[config.mk]
export PLATFORM = sky130hd
export DESIGN_NAME = forwarding_unit_flat
export DESIGN_NICKNAME = d
export VERILOG_FILES = /design/src/rtl/forwarding_unit_pkg.sv /design/src/rtl/forwarding_unit_if.sv /design/src/rtl/forwarding_unit_fwd_select.sv /design/src/rtl/forwarding_unit.sv /design/src/flat_wrapper.sv
export SDC_FILE = /design/constraint.sdc
export NUM_CORES = 1
export LEC_CHECK = 0
export ABC_AREA = 1
export CAP_MARGIN = 15
export CORE_AREA = 2 2 45 47
export CTS_BUF_LIST = sky130_fd_sc_hd__clkbuf_4 sky130_fd_sc_hd__clkbuf_8
export CTS_CLUSTER_DIAMETER = 60
export CTS_CLUSTER_SIZE = 24
export DETAILED_ROUTE_END_ITERATION = 8
export DIE_AREA = 0 0 47 49
export PLACE_DENSITY_LB_ADDON = 0.08
export SYNTH_ARGS = -nofsm -noshare
export SYNTH_HDL_FRONTEND = slang
export SYNTH_SLANG_ARGS = --single-unit
[constraint.sdc]
create_clock -name clk -period 1.8 [get_ports clk]
set_input_delay 0.54 -clock clk [delete_from_list [all_inputs] [get_ports clk]]
set_output_delay 0.54 -clock clk [all_outputs]
set_load 0.005 [all_outputs]
[src/rtl/forwarding_unit_pkg.sv]
// Shared types for the EX-stage forwarding unit.
// Defines the operand-mux select codes and a select-counting helper.
package forwarding_unit_pkg;

    // Operand mux select: register file, EX/MEM result, MEM/WB result.
    typedef enum logic [1:0] {
        FWD_RF = 2'b00,
        FWD_MW = 2'b01,
        FWD_EM = 2'b10
    } fwd_sel_t;

    // Number of operands (0..2) whose select equals code.
    function automatic logic [1:0] numSel(
        input fwd_sel_t a,
        input fwd_sel_t b,
        input fwd_sel_t code
    );
        logic [1:0] n;
        n = {1'b0, (a == code)} + {1'b0, (b == code)};
        return n;
    endfunction

endpackage

[src/rtl/forwarding_unit_if.sv]
// Forwarding unit bus: register specifiers and write enables in, selects out.
// master = pipeline/driver side, slave = forwarding unit. Macro FORWARD_STATS_EN adds counters.
interface forwarding_unit_if #(
    parameter int REG_W = 4
`ifdef FORWARD_STATS_EN
   ,parameter int CNT_W = 16
`endif
);
    logic             EMRegWrite;
    logic             MWRegWrite;
    logic [REG_W-1:0] EMreadReg1;
    logic [REG_W-1:0] EMreadReg2;
    logic [REG_W-1:0] IEreadReg1;
    logic [REG_W-1:0] IEreadReg2;
    logic [REG_W-1:0] MWreadReg1;
    logic [REG_W-1:0] MWreadReg2;
    logic [1:0]       ForwardA;
    logic [1:0]       ForwardB;
    logic [1:0]       ForwardA_q;
    logic [1:0]       ForwardB_q;
`ifdef FORWARD_STATS_EN
    logic [CNT_W-1:0] fwdEMCount;
    logic [CNT_W-1:0] fwdMWCount;

    modport master (
        output EMRegWrite, MWRegWrite,
        output EMreadReg1, EMreadReg2,
        output IEreadReg1, IEreadReg2,
        output MWreadReg1, MWreadReg2,
        input  ForwardA, ForwardB,
        input  ForwardA_q, ForwardB_q,
        input  fwdEMCount, fwdMWCount
    );

    modport slave (
        input  EMRegWrite, MWRegWrite,
        input  EMreadReg1, EMreadReg2,
        input  IEreadReg1, IEreadReg2,
        input  MWreadReg1, MWreadReg2,
        output ForwardA, ForwardB,
        output ForwardA_q, ForwardB_q,
        output fwdEMCount, fwdMWCount
    );
`else
    modport master (
        output EMRegWrite, MWRegWrite,
        output EMreadReg1, EMreadReg2,
        output IEreadReg1, IEreadReg2,
        output MWreadReg1, MWreadReg2,
        input  ForwardA, ForwardB,
        input  ForwardA_q, ForwardB_q
    );

    modport slave (
        input  EMRegWrite, MWRegWrite,
        input  EMreadReg1, EMreadReg2,
        input  IEreadReg1, IEreadReg2,
        input  MWreadReg1, MWreadReg2,
        output ForwardA, ForwardB,
        output ForwardA_q, ForwardB_q
    );
`endif
endinterface

[src/rtl/forwarding_unit_fwd_select.sv]
// One-operand forwarding select: compares a source register against both stages.
// Ports: write enables, two dest specifiers per stage, source specifier in; sel out.
module fwd_select
    import forwarding_unit_pkg::*;
#(
    parameter int REG_W      = 4,
    parameter int ZERO_FIXED = 0
) (
    input  logic             emRegWrite,
    input  logic             mwRegWrite,
    input  logic [REG_W-1:0] emDest1,
    input  logic [REG_W-1:0] emDest2,
    input  logic [REG_W-1:0] mwDest1,
    input  logic [REG_W-1:0] mwDest2,
    input  logic [REG_W-1:0] src,
    output fwd_sel_t         sel
);
    logic srcZero;
    logic emHit;
    logic mwHit;

    assign srcZero = (ZERO_FIXED != 0) && (src == '0);

    assign emHit = emRegWrite
                && ((emDest1 == src) || (emDest2 == src))
                && !srcZero;

    assign mwHit = mwRegWrite
                && ((mwDest1 == src) || (mwDest2 == src))
                && !srcZero;

    // Newest producer wins; an unknown EM hit falls through to MW.
    always_comb begin
        sel = FWD_RF;
        if (emHit) begin
            sel = FWD_EM;
        end else if (mwHit) begin
            sel = FWD_MW;
        end
    end
endmodule

[src/rtl/forwarding_unit.sv]
// EX-stage bypass select generator: combinational ForwardA/B plus registered copies.
// Ports: clk, rst (async, active-high), bus (slave). FORWARD_STATS_EN adds forward counters.
module forwarding_unit
    import forwarding_unit_pkg::*;
#(
    parameter int REG_W      = 4,
    parameter int ZERO_FIXED = 0
`ifdef FORWARD_STATS_EN
   ,parameter int CNT_W      = 16
`endif
) (
    input  logic                 clk,
    input  logic                 rst,
    forwarding_unit_if.slave     bus
);
    fwd_sel_t selA;
    fwd_sel_t selB;

    fwd_select #(.REG_W(REG_W), .ZERO_FIXED(ZERO_FIXED)) uSelA (
        .emRegWrite (bus.EMRegWrite),
        .mwRegWrite (bus.MWRegWrite),
        .emDest1    (bus.EMreadReg1),
        .emDest2    (bus.EMreadReg2),
        .mwDest1    (bus.MWreadReg1),
        .mwDest2    (bus.MWreadReg2),
        .src        (bus.IEreadReg1),
        .sel        (selA)
    );

    fwd_select #(.REG_W(REG_W), .ZERO_FIXED(ZERO_FIXED)) uSelB (
        .emRegWrite (bus.EMRegWrite),
        .mwRegWrite (bus.MWRegWrite),
        .emDest1    (bus.EMreadReg1),
        .emDest2    (bus.EMreadReg2),
        .mwDest1    (bus.MWreadReg1),
        .mwDest2    (bus.MWreadReg2),
        .src        (bus.IEreadReg2),
        .sel        (selB)
    );

    assign bus.ForwardA = selA;
    assign bus.ForwardB = selB;

    always_ff @(posedge clk or posedge rst) begin
        if (rst) begin
            bus.ForwardA_q <= FWD_RF;
            bus.ForwardB_q <= FWD_RF;
        end else begin
            bus.ForwardA_q <= selA;
            bus.ForwardB_q <= selB;
        end
    end

`ifdef FORWARD_STATS_EN
    logic [1:0]     emInc;
    logic [1:0]     mwInc;
    logic [CNT_W:0] emSum;
    logic [CNT_W:0] mwSum;

    assign emInc = numSel(selA, selB, FWD_EM);
    assign mwInc = numSel(selA, selB, FWD_MW);

    // One extra bit catches the carry so the counters stick at all-ones.
    assign emSum = {1'b0, bus.fwdEMCount} + {{(CNT_W-1){1'b0}}, emInc};
    assign mwSum = {1'b0, bus.fwdMWCount} + {{(CNT_W-1){1'b0}}, mwInc};

    always_ff @(posedge clk or posedge rst) begin
        if (rst) begin
            bus.fwdEMCount <= '0;
            bus.fwdMWCount <= '0;
        end else begin
            bus.fwdEMCount <= emSum[CNT_W] ? '1 : emSum[CNT_W-1:0];
            bus.fwdMWCount <= mwSum[CNT_W] ? '1 : mwSum[CNT_W-1:0];
        end
    end
`endif
endmodule

[src/flat_wrapper.sv]
// flat-port wrapper written by rule: the top's interface ports become plain ports
module forwarding_unit_flat import forwarding_unit_pkg::*;
#(
    parameter int REG_W      = 4,
    parameter int ZERO_FIXED = 0

)
  (clk, rst, bus_EMRegWrite, bus_MWRegWrite, bus_EMreadReg1, bus_EMreadReg2, bus_IEreadReg1, bus_IEreadReg2, bus_MWreadReg1, bus_MWreadReg2, bus_ForwardA, bus_ForwardB, bus_ForwardA_q, bus_ForwardB_q);
  forwarding_unit_if #(.REG_W(REG_W)) bus_i ();
  input  logic clk;
  input  logic rst;
  input wire logic [$bits(bus_i.EMRegWrite)-1:0] bus_EMRegWrite;
  input wire logic [$bits(bus_i.MWRegWrite)-1:0] bus_MWRegWrite;
  input wire logic [$bits(bus_i.EMreadReg1)-1:0] bus_EMreadReg1;
  input wire logic [$bits(bus_i.EMreadReg2)-1:0] bus_EMreadReg2;
  input wire logic [$bits(bus_i.IEreadReg1)-1:0] bus_IEreadReg1;
  input wire logic [$bits(bus_i.IEreadReg2)-1:0] bus_IEreadReg2;
  input wire logic [$bits(bus_i.MWreadReg1)-1:0] bus_MWreadReg1;
  input wire logic [$bits(bus_i.MWreadReg2)-1:0] bus_MWreadReg2;
  output wire logic [$bits(bus_i.ForwardA)-1:0] bus_ForwardA;
  output wire logic [$bits(bus_i.ForwardB)-1:0] bus_ForwardB;
  output wire logic [$bits(bus_i.ForwardA_q)-1:0] bus_ForwardA_q;
  output wire logic [$bits(bus_i.ForwardB_q)-1:0] bus_ForwardB_q;
  assign bus_i.EMRegWrite = bus_EMRegWrite;
  assign bus_i.MWRegWrite = bus_MWRegWrite;
  assign bus_i.EMreadReg1 = bus_EMreadReg1;
  assign bus_i.EMreadReg2 = bus_EMreadReg2;
  assign bus_i.IEreadReg1 = bus_IEreadReg1;
  assign bus_i.IEreadReg2 = bus_IEreadReg2;
  assign bus_i.MWreadReg1 = bus_MWreadReg1;
  assign bus_i.MWreadReg2 = bus_MWreadReg2;
  assign bus_ForwardA = bus_i.ForwardA;
  assign bus_ForwardB = bus_i.ForwardB;
  assign bus_ForwardA_q = bus_i.ForwardA_q;
  assign bus_ForwardB_q = bus_i.ForwardB_q;
  forwarding_unit #(.REG_W(REG_W), .ZERO_FIXED(ZERO_FIXED)) u_core (.clk(clk), .rst(rst), .bus(bus_i));
endmodule
==> results.cfg <==
[status]
violations = negative setup slack
outcome = finished, violations left

[grt]
grt_max_degree = 6
antenna_found_initial = 0
overflow = 0
grt_first_pass_wirelength_um = 3042
grt_util_all_layers_pct = 17.79
grt_pass1_vias = 768

[logic_synthesis]
synth_area_leaders = nand2_1, dfrtp_1, nor2_1, inv_1, xor2_1
synth_xor_area_share_pct = 7.721
synth_top_cell_area_share_pct = 49.63
synth_seq_cells = 4
synthTopCellsByCount = nand2_1, nor2_1, inv_1
ys_warn_count = 0
yosys.area.top_type = nand2_1
ys.flop_type = dfrtp_1
syn_area_um2 = 680.7
syn_nets = 174
synth_enable_flop_cells = 0
synth-simple-area-share_pct = 59.56
synth-compound-area-share_pct = 2.574
async_flop_share_pct = 100.0
syn_inst = 146
synthMuxAreaShare_pct = 0
synth_fa_ha_area_share_pct = 0
syn_avg_cell_area_um2 = 4.662
ys_types = 8
synth_top_family_by_area = simple AND/OR/NAND/NOR gates
yosysMostFrequentCell = nand2_1
ys_seq_area_share_pct = 14.71

[die]
initial_core_util_pct = 36.96
die-area_mm2 = 0.002303
fp.dieH_um = 49
ioPinCount = 36
fp.coreArea_mm2 = 0.001842
rows = 16
die_x_um = 47

[sta]
setup_ws_ps = -139.1
relSlewSlack_pct = 89.08
rsz0062_at_grt = true
drv_slew = 0
finalHoldViolCount = 0
finalSetupViolations = 4
min_period_ps = 1939
worst_slew_pin_slew_ps = 163.2
max_freq_ghz = 0.5157
fin_crit_sh_pct = 107.7
hold_ws_ps = 490.8

[hold_path]
hp-class = input port to asynchronous set/reset pin

[place]
dpl-instance-area_mm2 = 0.001065
dp.cells = 208
port_buffers = 35
hpwl_um = 1501
gp_congestion = 0.8346

[setup_path]
required_ps = 1260
slowest_delay_ps = 150
endpoint_kind = output pin
startpoint_type = input port
crit_family = buffers and inverters
critPathKind = input port to output pin
path_buf_inv = 4
cp.arrival_ps = 1400
crit_chain = buf_12, inv_6, nand2_2, nand2_2, nor2_2, nand2_1, a21oi_2, buf_4, nor2_2, buf_2
worstPathMaxFanout = 5
slowest_stage = a21oi_2

[detailed_routing]
viasPerCell = 4.443
post_drt_wl_per_cell_um = 9.201
drt_first_pass_iters = 4
drt_iter0_drc = 21
vias = 973
antenna_left = 0
drc = 0
routed_wl_um = 2015

[run]
cap_violations = 0

[cts]
cts_tree = done
h-tree-depth = 1
clkSinkCount = 4
clock_path_buffers = 2
cts_made_buffers = 3
clk_pin_slew_ps = 40
cts_root_buf = clkbuf_4

[cells_and_area]
diodes = 0
final_nets = 222
design_area_mm2 = 0.001237
layout-drive-gt1-share_pct = 42.19
area_growth_pct = 81.80
fin_cells = 219

[power]
powerDensity_mw_per_mm2 = 376.9
irDropWorstVdd_mv = 0.1896
p_leak_nw = 0.7473
finalPower_mw = 0.4664
[layout make-up]
cell class / instances / area (µm²)
Sequential cell: 4 / 100.1
Timing Repair Buffer: 45 / 440.4
Tap cell: 27 / 33.78
Fill cell: 174 / 604.3
Inverter: 24 / 115.1
Multi-Input combinational cell: 116 / 525.5
Clock buffer: 3 / 22.52
[final timing paths]
path                              startpoint                            endpoint  cells past startpoint  slack [ps]
max                        bus_IEreadReg2[0]                     bus_ForwardB[0]                     10        -140
min                                      rst  u_core.bus.ForwardA_q[0]$_DFF_PP0_                      2         490
max in group asynchronous                rst  u_core.bus.ForwardA_q[1]$_DFF_PP0_                      2        1160
min in group clk           bus_MWreadReg2[1]  u_core.bus.ForwardB_q[0]$_DFF_PP0_                      8         780
[where the power goes]
group	total, mW	internal [mW]	switching [mW]	leakage [nW]
Sequential	0.0968	0.0956	0.00117	0.0545
Clock	0.107	0.0743	0.0329	0.0138
Combinational	0.262	0.138	0.124	0.679
Total	0.466	0.308	0.158	0.747
[layer usage]
layer  GRT usage, %  vias up  part of all wire, %
met5              0        -                    0
met4          6.944        0                    0
met3          2.222        0                  5.7
met2          29.22       31                   54
met1          22.65      424                   40
li1               -      518                    -
[cell usage in the layout (no fill, tap or decap)]
cell / count
dfrtp_1: 4
clkbuf_4: 3
inv_1: 4
buf_2: 8
inv_6: 2
buf_12: 1
clkdlybuf4s50_1: 6
buf_6: 11
dlygate4sd2_1: 1
nand2_2: 9
a21oi_2: 2
inv_4: 4
nand2_4: 1
buf_8: 7
inv_2: 13
clkinv_4: 1
xor2_1: 6
nor2_1: 10
buf_4: 11
nand2_1: 80
nor2_2: 8
[flip-flops by register name, indices dropped and copies added (netlist names)]
name,cells
u_core.bus.ForwardA_q,2
u_core.bus.ForwardB_q,2
[stage by stage]
stage	setup TNS, ps	utilization, %	setup WS (ps)
finish	-310.3	67.19	-139.1
global route	-598.8	67.19	-214.4
CTS	-264.2	60.26	-117.9
detailed placement	-4263	57.81	-988.0
global placement	-4169	57.81	-987.3
floorplan	0	-	176.7
[what timing repair did]
item / 4_1_cts / 5_1_grt
hold buffers: 0 / 0
setup endpoints to repair: 4 / 4
buffers inserted: 7 / 1
gates resized for setup: 152 / 40
pin swaps: 25 / 25
[kinds of logic (layout without fill, tap and decap cells)]
group,after synthesis,count (layout)
compound gates,2,2
xor+xnor,6,6
buf+inv,26,72
flops,4,4
simple gates,108,108
(Power assumes the default switching activity.)
